===== config.mk =====
export PLATFORM = sky130hd
export DESIGN_NAME = csa_stream_accumulator
export DESIGN_NICKNAME = d
export VERILOG_FILES = /design/src/rtl/csa_stream_accumulator.sv
export SDC_FILE = /design/constraint.sdc
export NUM_CORES = 1
export LEC_CHECK = 0
export CAP_MARGIN = 30
export CELL_PAD_IN_SITES_DETAIL_PLACEMENT = 0
export CELL_PAD_IN_SITES_GLOBAL_PLACEMENT = 1
export CORE_ASPECT_RATIO = 0.5
export CORE_UTILIZATION = 36
export DETAILED_ROUTE_END_ITERATION = 8
export MAX_ROUTING_LAYER = met4
export PLACE_DENSITY_LB_ADDON = 0.1
export RECOVER_POWER = 25
export SYNTH_ARGS = -nofsm -noshare
export SYNTH_HDL_FRONTEND = slang
export SYNTH_SLANG_ARGS = --single-unit

===== constraint.sdc =====
create_clock -name clk -period 2.3 [get_ports clk]
set_input_delay 0.69 -clock clk [delete_from_list [all_inputs] [get_ports clk]]
set_output_delay 0.69 -clock clk [all_outputs]
set_load 0.02 [all_outputs]

===== src/rtl/csa_stream_accumulator.sv =====
// Streaming multi-operand accumulator: one CSA row per accepted operand keeps a
// redundant sum/carry pair, and a single carry-propagate add resolves each frame.
module csa_stream_accumulator #(
    parameter int unsigned WIDTH   = 8,
    parameter int unsigned MAX_OPS = 4,
    parameter bit          SIGNED  = 1'b0,
    localparam int unsigned OUT_W  = WIDTH + $clog2(MAX_OPS),
    localparam int unsigned CNT_W  = $clog2(MAX_OPS + 1)
) (
    input  logic             clk,
    input  logic             rst,
    input  logic             in_valid,
    output logic             in_ready,
    input  logic [WIDTH-1:0] in_data,
    input  logic             in_last,
    output logic             out_valid,
    input  logic             out_ready,
    output logic [OUT_W-1:0] out_result,
    output logic [OUT_W-1:0] out_sum,
    output logic [OUT_W-1:0] out_carry,
    output logic [CNT_W-1:0] out_count,
    output logic             out_ovf
);

    localparam logic [1:0] ST_ACCUM   = 2'd0;
    localparam logic [1:0] ST_RESOLVE = 2'd1;
    localparam logic [1:0] ST_OUTPUT  = 2'd2;

    localparam logic [CNT_W-1:0] LAST_SLOT = CNT_W'(MAX_OPS - 1);

    logic [1:0]       state_q, state_d;
    logic [OUT_W-1:0] sum_q, sum_d;
    logic [OUT_W-1:0] carry_q, carry_d;
    logic [CNT_W-1:0] count_q, count_d;
    logic [OUT_W-1:0] result_q, result_d;
    logic             ovf_q, ovf_d;
    logic             valid_q, valid_d;

    logic [OUT_W-1:0] x;
    logic [OUT_W-1:0] maj;
    logic             at_max;

    // Upper bits are either zero or copies of the operand sign bit.
    assign x = SIGNED ? {{(OUT_W - WIDTH){in_data[WIDTH-1]}}, in_data}
                      : {{(OUT_W - WIDTH){1'b0}}, in_data};

    assign maj    = (sum_q & carry_q) | (sum_q & x) | (carry_q & x);
    assign at_max = (count_q == LAST_SLOT);

    always_comb begin
        state_d  = state_q;
        sum_d    = sum_q;
        carry_d  = carry_q;
        count_d  = count_q;
        result_d = result_q;
        ovf_d    = ovf_q;
        valid_d  = valid_q;
        case (state_q)
            ST_ACCUM: begin
                if (in_valid) begin
                    sum_d   = sum_q ^ carry_q ^ x;
                    carry_d = {maj[OUT_W-2:0], 1'b0};
                    count_d = count_q + CNT_W'(1);
                    ovf_d   = at_max && !in_last;
                    if (in_last || at_max) begin
                        state_d = ST_RESOLVE;
                    end
                end
            end
            ST_RESOLVE: begin
                result_d = sum_q + carry_q;
                valid_d  = 1'b1;
                state_d  = ST_OUTPUT;
            end
            ST_OUTPUT: begin
                if (out_ready) begin
                    valid_d = 1'b0;
                    sum_d   = '0;
                    carry_d = '0;
                    count_d = '0;
                    state_d = ST_ACCUM;
                end
            end
            default: begin
                state_d = ST_ACCUM;
            end
        endcase
    end

    always_ff @(posedge clk) begin
        if (rst) begin
            state_q  <= ST_ACCUM;
            sum_q    <= '0;
            carry_q  <= '0;
            count_q  <= '0;
            result_q <= '0;
            ovf_q    <= 1'b0;
            valid_q  <= 1'b0;
        end else begin
            state_q  <= state_d;
            sum_q    <= sum_d;
            carry_q  <= carry_d;
            count_q  <= count_d;
            result_q <= result_d;
            ovf_q    <= ovf_d;
            valid_q  <= valid_d;
        end
    end

    assign in_ready   = (state_q == ST_ACCUM);
    assign out_valid  = valid_q;
    assign out_result = result_q;
    assign out_sum    = sum_q;
    assign out_carry  = carry_q;
    assign out_count  = count_q;
    assign out_ovf    = ovf_q;

endmodule


# Word-level counts from Yosys, hierarchy flattened
# Index checks and enable logic that the tools add are counted.
# W data, S select, Z words.
word_totals:
  out_inout_bits: 36
  word_cells: 46
  inputBits: 13
  regBits: 37
op_classes:
  n_bitwise: 7
  n_mux: 14
  n_eq_ne: 6
  n_addsub: 2
  reduce_logical: 10
op_table:
  columns: ["op", "n"]
  rows:
  - ["$pmux W10 S2", 2]
  - ["$mux W10", 3]
  - ["$and A9 B8 Y9", 2]
  - ["$or A9 B9 Y9", 2]
  - ["$add A10 B10 Y10", 1]
  - ["$xor A10 B10 Y10", 1]
  - ["$xor A10 B8 Y10", 1]
  - ["$and A9 B9 Y9", 1]
  - ["$mux W2", 3]
  - ["$mux W3", 2]
  - ["$pmux W2 S3", 1]
  - ["$pmux W3 S2", 1]
  - ["$reduce_and A3 Y1", 2]
  - ["$ne A2 B2 Y1 const B", 2]
  - ["$reduce_and A2 Y1", 2]
  - ["$reduce_bool A2 Y1", 2]
  - ["$add A3 B1 Y3 const B", 1]
  - ["$eq A3 B2 Y1 const B", 1]
  - ["$eq A2 B1 Y1 const B", 1]
  - ["$eq A2 B2 Y1 const B", 1]
  - ["$logic_not A2 Y1", 1]
  - ["$ne A2 B1 Y1 const B", 1]
  - ["$pmux W1 S2", 1]
  - ["$logic_and A1 B1 Y1", 1]
  - ["other kinds (3)", 3]

# Depth between registers and ports, before layout
depth:
  depth_word: 5
  mapped_depth: 8
  mapped_depth_nobuf: 8

# Worst setup path after synthesis
# Ideal clock, no wire load.
synth_timing:
  kind: "register -> register"
  startpoint: "register sum_q[1], in the netlist out_sum[1]"
  endpoint: "register result_q[7], in the netlist out_result[7]"
  n_path_buf: 0
  stages_incl_launch_ff: 9
  setup_time_ns: 0.130
  path_slack_ns: 0.439
  synth_period_minus_slack_ns: 1.861
  required_ns: 2.170
  arrival_ns: 1.731
  cell_sequence: "dfxtp_1 > ha_1 > inv_1 > fa_1 > nand2b_1 > a21oi_1 > nand2b_1 > xnor2_1 > o31ai_1"
synth_between:
  elab_chain_cells: 1
synth_lines:
  columns: ["element", "line", "source"]
  rows:
  - ["start, declared", "32", "logic [OUT_W-1:0] sum_q, sum_d;"]
  - ["start signal, assigned", "101", "sum_q <= sum_d;"]
  - ["$add A10 B10 Y10", "71", "result_d = sum_q + carry_q;"]
  - ["end signal, assigned", "104", "result_q <= result_d;"]
  - ["end, declared", "35", "logic [OUT_W-1:0] result_q, result_d;"]
# No other way between the ends.
# A chain may end at the register's enable or synchronous reset.

# Worst setup path after layout
layout_timing:
  startpoint: "register state_q[0]"
  endpoint: "output port in_ready"
layout_between:
  elab_chain_cells: 1
layout_lines:
  columns: ["element", "line", "source"]
  rows:
  - ["start, declared", "31", "logic [1:0] state_q, state_d;"]
  - ["start signal, assigned", "100", "state_q <= state_d;"]
  - ["$logic_not A2 Y1", "110", "assign in_ready = (state_q == ST_ACCUM);"]
  - ["end, declared", "13", "output logic in_ready,"]
# No other way between the ends.

==> impl_metrics.env <==
export IMPL_fin_crit_sh_pct=91.0
export IMPL_h_tree_depth=2
export IMPL_cts_buffer_depth=2
export IMPL_maxSlewHeadroom_pct=57.0
export IMPL_pwr_density_cell_nw_per_um2=572
export IMPL_postCtsHoldBufs=0
export IMPL_io_buffers=47
export IMPL_post_dp_hpwl_um=3050
export IMPL_min_period_ps=2090
export IMPL_cts_buffers=5
export IMPL_vdd_drop_max_v=0.000232
export IMPL_tritoncts="done"
export IMPL_dr_pass1_iters=5
export IMPL_rows=18
export IMPL_worst_slack_ps=207
export IMPL_worst_hold_slack_ps=461
export IMPL_hp_class="flop to flop"
export IMPL_yosys_warnings=0
export IMPL_critPathMaxFanout=8
export IMPL_cts_root_buf="clkbuf_8"
export IMPL_endpoint_kind="output pin"
export IMPL_numClockSinks=36
export IMPL_status="finished, final reports clean"
export IMPL_area_delta_synth_final_pct=33.7
export IMPL_grtUsageTotal_pct=17.2
export IMPL_synth_most_common_cell="dfxtp_1"
export IMPL_drv_cap=0
export IMPL_drc=0
export IMPL_arrival_ps=1400
export IMPL_cp_slowest_cell="clkdlybuf4s50_1"
export IMPL_tns_ps=0
export IMPL_pin_count=49
export IMPL_grt_pass1_vias=1356
export IMPL_clk_pin_slew_ps=70
export IMPL_syn_area_sq_um=1850
export IMPL_finalMaxSlewViolations=0
export IMPL_synth_edf_count=0
export IMPL_via_per_inst=4.88
export IMPL_synth_top_area_share_pct=39.0
export IMPL_grt_pass1_wl_um=6690
export IMPL_initial_core_util_pct=37.5
export IMPL_wl_um=4210
export IMPL_p_leak_nw=0.968
export IMPL_drt_initial_drc_count=72
export IMPL_rsz0062_at_grt="no"
export IMPL_die_area_sq_um=5450
export IMPL_gp_congestion=0.707
export IMPL_cp_cell_sequence="nor2_1 > clkdlybuf4s50_1"
export IMPL_synthTopCellsByArea="dfxtp_1, fa_1, a22oi_1"
export IMPL_cp_start_kind="flop"
export IMPL_layout_nets=282
export IMPL_synth_seq_cells=36
export IMPL_setup_viol=0
export IMPL_synthFlopType="dfxtp_1"
export IMPL_criticalPathCategory="flop to output pin"
export IMPL_hold_viol_final=0
export IMPL_worstSkewPairLatency_ps=290
export IMPL_avgRoutedWirePerCell_um=13.1
export IMPL_ant_nets=0
export IMPL_max_freq_mhz=478
export IMPL_syn_inst=203
export IMPL_antenna_found_initial=0
export IMPL_core_sq_um=4930
export IMPL_post_cts_buffers=0
export IMPL_synth_area_per_cell_sq_um=9.11
export IMPL_synth_top_area_cell="dfxtp_1"
export IMPL_die_w_um=103
export IMPL_syn_nets=235
export IMPL_synth_async_reset_ratio_pct=0
export IMPL_antenna_cells=0
export IMPL_fillCellCount=482
export IMPL_synth_seq_area_share_pct=39.0
export IMPL_post_cts_resized=0
export IMPL_dp_slack_ps=111
export IMPL_slowest_delay_ps=600
export IMPL_grt_max_degree=22
export IMPL_fin_skew_ps=3.09
export IMPL_grt_overflow=0
export IMPL_drive_gt1_share_pct=4.38
export IMPL_critPathRequiredTime_ps=1610
export IMPL_synth_cell_type_count=37
export IMPL_worstMarginPinSlew_ps=644
export IMPL_synth_commonest_cells="dfxtp_1, nor2_1, a22oi_1"
export IMPL_die_h_um=52.7
export IMPL_vias=1565
==> cells by family (layout without fill, tap and decap cells) <==
kind of cell,count (synthesis),count (layout),share of synthesized area (%)
AOI/OAI and AO/OA,52,52,18.6
xor gates and xnor gates,3,3,1.42
other,1,1,0.203
adders and majority gates,19,19,16.1
and+or+nand+nor,73,73,19.1
DFF,36,36,39.0
buffers and inverters,18,66,5.07
muxes,1,1,0.541
==> sequential cells by signal (all words and copies together) (netlist names) <==
name / count
out_sum: 10
out_ovf: 1
state_q: 2
out_count: 3
out_result: 10
out_valid: 1
out_carry: 9
==> layout by cell type, fill, tap and decap left out, drive strengths merged, types with 5 or more instances in the layout <==
master          n
a21oi          13
dfxtp          36
nor2           33
nand2          13
clkbuf         10
clkdlybuf4s50  45
o21ai           7
fa              8
inv             5
ha             11
a22oi          19
nand2b         10
==> final cells by class <==
type / count / area, sq um / share of cell area, %
clock buffers: 8 / 90.1 / 3.64
inverters: 5 / 18.8 / 0.759
multi-input cells: 149 / 1030 / 41.9
flip-flops and latches: 36 / 721 / 29.1
well taps: 70 / 87.6 / 3.54
repair buffers: 53 / 520 / 21.1
==> where the power goes <==
part	leakage [nW]	switching, mW	internal, mW
clock	0.0455	0.223	0.244
sequential	0.293	0.0319	0.650
combinational	0.630	0.138	0.126
==> worst paths after layout <==
| path | startpoint | endpoint | slack, ps | cells past startpoint |
|---|---|---|---|---|
| setup / recovery | state_q[0] | in_ready | 210 | 2 |
| hold reg to reg | out_result[0] | out_result[0] | 460 | 2 |
| setup reg to reg | out_carry[1] | out_result[9] | 390 | 8 |
| hold / removal | out_result[0] | out_result[0] | 460 | 2 |
==> worst max-delay path, delay by kind of cell, from the launching register on <==
family | cells | cell delay [ps]
flip-flops | 1 | 390
buffers and inverters | 1 | 600
AND/OR/NAND/NOR | 1 | 130
==> stage by stage <==
stage               std cells  power [mW]  util, %  area (sq um)
detailed placement        313       0.964     48.5          2390
CTS                       321        1.43     50.3          2480
global placement          313       0.962     48.5          2390
floorplan                 203       0.850        -          1850
finish                    321        1.41     50.1          2470
global route              321        1.48     50.1          2470
==> layer usage <==
layer | vias to the layer above | wire, um | GRT usage, %
li1 | 805 | - | -
met1 | 714 | 2370 | 24.8
met2 | 39 | 1600 | 22.6
met3 | 7 | 199 | 5.20
met4 | 0 | 44 | 4.93
met5 | - | 0 | -
No activity file was read; power rests on OpenSTA's default activity.
